<file path="config.mk">
export PLATFORM = sky130hd
export DESIGN_NAME = ifu_fetch_stage
export DESIGN_NICKNAME = d
export VERILOG_FILES = /design/src/rtl/ifu_fetch_stage.sv
export SDC_FILE = /design/constraint.sdc
export NUM_CORES = 1
export LEC_CHECK = 0
export ABC_AREA = 1
export CAP_MARGIN = 10
export CELL_PAD_IN_SITES_DETAIL_PLACEMENT = 1
export CELL_PAD_IN_SITES_GLOBAL_PLACEMENT = 2
export CORE_UTILIZATION = 28
export CTS_CLUSTER_DIAMETER = 80
export DETAILED_ROUTE_END_ITERATION = 6
export PLACE_DENSITY_LB_ADDON = 0.1
export SLEW_MARGIN = 20
export SYNTH_ARGS = -nofsm -noshare
export SYNTH_HDL_FRONTEND = slang
export SYNTH_SLANG_ARGS = --single-unit
</file>
<file path="constraint.sdc">
create_clock -name clk -period 7.1 [get_ports clk]
set_input_delay 1.775 -clock clk [delete_from_list [all_inputs] [get_ports clk]]
set_output_delay 1.775 -clock clk [all_outputs]
set_load 0.005 [all_outputs]
</file>
<file path="src/rtl/ifu_fetch_stage.sv">
// ifu_fetch_stage: instruction fetch stage in front of decode.
//   Generates the PC, reads a 1-cycle-latency synchronous instruction ROM,
//   buffers returned words in a 2-entry FIFO and hands them to decode with a
//   valid/ready handshake. Jumps from execute flush everything in flight.
// Ports:
//   clk, rst            - clock, synchronous active-high reset
//   rom_req_o/addr_o    - ROM read request and byte address (addr = PC)
//   rom_data_i          - ROM word, valid the cycle after a request
//   jump_en_i/addr_i    - redirect; target bits [1:0] are forced to 0
//   inst_valid_o/inst_o/inst_addr_o/inst_ready_i - decode handshake
// Optional: define IFU_PERF_CNT_EN to add fetch_cnt_o (handshakes, wraps)
//   and flush_cnt_o (jump cycles, saturates).
module ifu_fetch_stage #(
  parameter int                 ADDR_W   = 32,
  parameter logic [ADDR_W-1:0]  RESET_PC = '0,
  parameter logic [31:0]        NOP_INST = 32'h0000_0013
) (
  input  logic              clk,
  input  logic              rst,
  output logic              rom_req_o,
  output logic [ADDR_W-1:0] rom_addr_o,
  input  logic [31:0]       rom_data_i,
  input  logic              jump_en_i,
  input  logic [ADDR_W-1:0] jump_addr_i,
  output logic              inst_valid_o,
  output logic [31:0]       inst_o,
  output logic [ADDR_W-1:0] inst_addr_o,
  input  logic              inst_ready_i
`ifdef IFU_PERF_CNT_EN
  ,
  output logic [31:0]       fetch_cnt_o,
  output logic [15:0]       flush_cnt_o
`endif
);

  logic [ADDR_W-1:0]            pc_q;
  logic [ADDR_W-1:0]            req_addr_q;
  logic                         inflight_q;
  logic [1:0]                   cnt_q;
  logic                         wr_ptr_q, rd_ptr_q;
  logic [1:0][31:0]             inst_mem_q;
  logic [1:0][ADDR_W-1:0]       addr_mem_q;

  logic                         pop, push;
  logic [2:0]                   occ;

  assign pop  = (cnt_q != 2'd0) && inst_ready_i;
  // A response landing in the jump cycle belongs to the old stream.
  assign push = inflight_q && !jump_en_i;
  // Slots already claimed: buffered words plus the one returning now.
  assign occ  = {1'b0, cnt_q} + {2'b00, inflight_q};

  // occ - pop < 2, rearranged to avoid unsigned underflow.
  assign rom_req_o  = !rst && !jump_en_i && (occ < (3'd2 + {2'b00, pop}));
  assign rom_addr_o = pc_q;

  always_ff @(posedge clk) begin
    if (rst) begin
      pc_q       <= RESET_PC;
      req_addr_q <= '0;
      inflight_q <= 1'b0;
      cnt_q      <= 2'd0;
      wr_ptr_q   <= 1'b0;
      rd_ptr_q   <= 1'b0;
    end else if (jump_en_i) begin
      pc_q       <= {jump_addr_i[ADDR_W-1:2], 2'b00};
      inflight_q <= 1'b0;
      cnt_q      <= 2'd0;
      wr_ptr_q   <= 1'b0;
      rd_ptr_q   <= 1'b0;
    end else begin
      inflight_q <= rom_req_o;
      if (rom_req_o) begin
        pc_q       <= pc_q + ADDR_W'(4);
        req_addr_q <= pc_q;
      end
      if (push) begin
        inst_mem_q[wr_ptr_q] <= rom_data_i;
        addr_mem_q[wr_ptr_q] <= req_addr_q;
        wr_ptr_q             <= ~wr_ptr_q;
      end
      if (pop) rd_ptr_q <= ~rd_ptr_q;
      cnt_q <= cnt_q + {1'b0, push} - {1'b0, pop};
    end
  end

  assign inst_valid_o = (cnt_q != 2'd0);
  assign inst_o       = inst_valid_o ? inst_mem_q[rd_ptr_q] : NOP_INST;
  assign inst_addr_o  = inst_valid_o ? addr_mem_q[rd_ptr_q] : '0;

`ifdef IFU_PERF_CNT_EN
  logic [31:0] fetch_cnt_q;
  logic [15:0] flush_cnt_q;

  always_ff @(posedge clk) begin
    if (rst) begin
      fetch_cnt_q <= '0;
      flush_cnt_q <= '0;
    end else begin
      if (pop) fetch_cnt_q <= fetch_cnt_q + 32'd1;
      if (jump_en_i && (flush_cnt_q != 16'hFFFF)) flush_cnt_q <= flush_cnt_q + 16'd1;
    end
  end

  assign fetch_cnt_o = fetch_cnt_q;
  assign flush_cnt_o = flush_cnt_q;
`endif

endmodule

</file>
==> results.sh <==
export IMPL_status="finished clean"
export IMPL_die_area_um2=29710
export IMPL_yosys_top_cells_area="edfxtp_1 (46%), dfxtp_1 (16%), nand2_1 (12%)"
export IMPL_area_delta_synth_final_pct=31.64
export IMPL_power_density_nw_per_um2=222.6
export IMPL_tightestPinTransition_ps=887.3
export IMPL_h_tree_depth=4
export IMPL_ys_seq_area_frac=0.6183
export IMPL_netlist_area_um2=8127
export IMPL_layout_worst_path_cycle_share=0.8058
export IMPL_finalWirelength_um=22640
export IMPL_relSlewSlack=0.4085
export IMPL_max_freq_mhz=174.8
export IMPL_grt_overflow_total=0
export IMPL_synth_cell_type_count=29
export IMPL_synth_compound_area_frac=0.09407
export IMPL_clock_latency_ps=430
export IMPL_slew_violations=0
export IMPL_multi_input_area_um2=2681
export IMPL_cts_tree="yes"
export IMPL_design_area_um2=10700
export IMPL_antenna_left=0
export IMPL_netlist_instances=876
export IMPL_root_buffer="clkbuf_16"
export IMPL_yosys_area_top_type="edfxtp_1"
export IMPL_first_pass_iters=4
export IMPL_crit_chain="clkdlybuf4s50_1, buf_4, inv_2, nand2_1, nor2_1, nand2_2, inv_4, clkdlybuf4s50_1"
export IMPL_nets=1096
export IMPL_final_common_cell="nand2_1"
export IMPL_grt_max_degree=72
export IMPL_synthAdderAreaFrac=0.007698
export IMPL_ir_drop_mv=0.1185
export IMPL_cp_required_ps=5330
export IMPL_power_leakage_nw=3.854
export IMPL_syn_area_per_cell_um2=9.277
export IMPL_hold_buffers=0
export IMPL_area_sequential_um2=5026
export IMPL_vias=6237
export IMPL_crit_path_end_kind="output pin"
export IMPL_initial_core_util=0.2839
export IMPL_ios=166
export IMPL_wl_met1_um=10720
export IMPL_slowest_stage="clkdlybuf4s50_1"
export IMPL_cap_violations=0
export IMPL_setup_tns_ps=0
export IMPL_rsz0062_at_grt="false"
export IMPL_path_clk_slew_ps=70
export IMPL_finClkSkew_ps=14.83
export IMPL_fin_total_pwr_mw=2.381
export IMPL_post_dp_hpwl_um=15290
export IMPL_critPathLaunchType="input pin"
export IMPL_cp_arrival_ps=3950
export IMPL_gp_congestion=0.7652
export IMPL_cts_setup_buffers=0
export IMPL_die_y_um=172.4
export IMPL_layout_common_cells="nand2_1 (267), clkdlybuf4s50_1 (159), edfxtp_1 (124), a21oi_1 (108)"
export IMPL_buffer_ports_inserted=159
export IMPL_finalSetupViolCount=0
export IMPL_min_from="req_addr_q[26]"
export IMPL_placed_cell_area_um2=10090
export IMPL_grt_pass1_vias=6176
export IMPL_drc_errors=0
export IMPL_slowest_delay_ps=490
export IMPL_routed_top_layer="met4"
export IMPL_crit_family="buffers and inverters"
export IMPL_crit_fanout=31
export IMPL_core_um2=28630
export IMPL_r2r_start="inflight_q"
export IMPL_finalHoldViolations=0
export IMPL_ctsResizeCount=0
export IMPL_crit_type="input pin to output pin"
export IMPL_synth_mux_area_frac=0
export IMPL_crit_start="jump_en_i"
export IMPL_row_count=62
export IMPL_synth_xor_area_frac=0.008622
export IMPL_layout_drive_gt1_share=0.07143
export IMPL_synth_top_cell_area_share=0.4582
export IMPL_dr_wl_met3_um=1026
export IMPL_numCtsBuffers=17
export IMPL_synth_top_family_by_area="simple AND/OR/NAND/NOR gates"
export IMPL_num_antenna_cells=0
export IMPL_grt_pass1_wl_um=34660
export IMPL_fin_util=0.3737
export IMPL_wl_per_cell_um=15.94
export IMPL_holdCritPathClass="flop to flop"
export IMPL_ys_ff_latch=189
export IMPL_wl_met2_um=10740
export IMPL_detail_route_iter0_violations=218
export IMPL_antenna_found_initial=0
export IMPL_synth_warnings=0
export IMPL_crit_path_frequent_cell="clkdlybuf4s50_1"
export IMPL_grt_usage=0.1553
export IMPL_yosys_area_share_simple=0.2162
export IMPL_dieWidth_um=172.4
export IMPL_critPathBufInv=5
export IMPL_clockBufferDepth=2
export IMPL_fillers=3246
export IMPL_post_route_min_period_ps=5721
export IMPL_cts_sinks=189
export IMPL_via_per_inst=4.392
path summary, 6_finish.rpt:
kind               endpoint  depth (start not counted)  slack, ps
max               rom_req_o                          8       1380
min          addr_mem_q[26]                          0        460
max reg2reg   rom_addr_o[6]                          9       5000
min reg2reg  addr_mem_q[26]                          0        460
kinds of logic after synthesis:
family          after synthesis
simple gates                417
flops                       189
compound gates              150
buf+inv                     106
xor+xnor                      8
fa+ha+maj                     5
other cells                   1
flip-flops by register name, summed over array words and instances (netlist names):
signal / cells
rom_addr_o: 30
inflight_q: 1
inst_mem_q: 64
addr_mem_q: 60
req_addr_q: 30
wr_ptr_q: 1
rd_ptr_q: 1
cnt_q: 2
cell type report:
type                    instances  share of cell area
clock buffers                  17             0.03977
multi-input cells             584              0.2506
inverters                      61             0.02164
repair buffers                170              0.1565
clock inverters                15             0.01673
well taps                     384             0.04491
flip-flops and latches        189              0.4698
stage by stage:
step | hold WS [ps] | cells | setup slack, ps
3_3_place_gp | 434.6 | 1388 | 1288
3_5_place_dp | 436.8 | 1388 | 1310
4_1_cts | 453.6 | 1420 | 1309
5_1_grt | 469.3 | 1420 | 1170
2_1_floorplan | 420.3 | 879 | 55.85
6_report | 457.4 | 1420 | 1379
cells in the mapped netlist:
master      n
nand2_1   267
edfxtp_1  124
a21oi_1   108
dfxtp_1    65
nor2_1     65
nand3_1    57
inv_1      55
o21ai_0    37
clkbuf_1   27
buf_4      10
nor2_4      7
xnor2_1     6
buf_2       5
ha_1        5
inv_2       5
nand2_2     5
nor2_2      5
a21boi_0    3
and2_1      3
buf_1       3
nand2_4     3
nand3b_1    2
nor3_1      2
xor2_1      2
a21oi_2     1
conb_1      1
inv_4       1
o21bai_1    1
or2_2       1
where the power goes:
part | total [mW] | internal [mW] | switching, mW
Combinational | 0.189 | 0.0949 | 0.0939
Sequential | 1.23 | 1.20 | 0.0311
Clock | 0.960 | 0.505 | 0.455
Total | 2.38 | 1.80 | 0.580
metal layers:
layer | up-vias | track usage
li1 | 3194 | -
met4 | 0 | 0.03232
met2 | 113 | 0.2631
met5 | - | 0
met3 | 13 | 0.03319
met1 | 2917 | 0.2027
No activity file was read; power rests on OpenSTA's default activity.
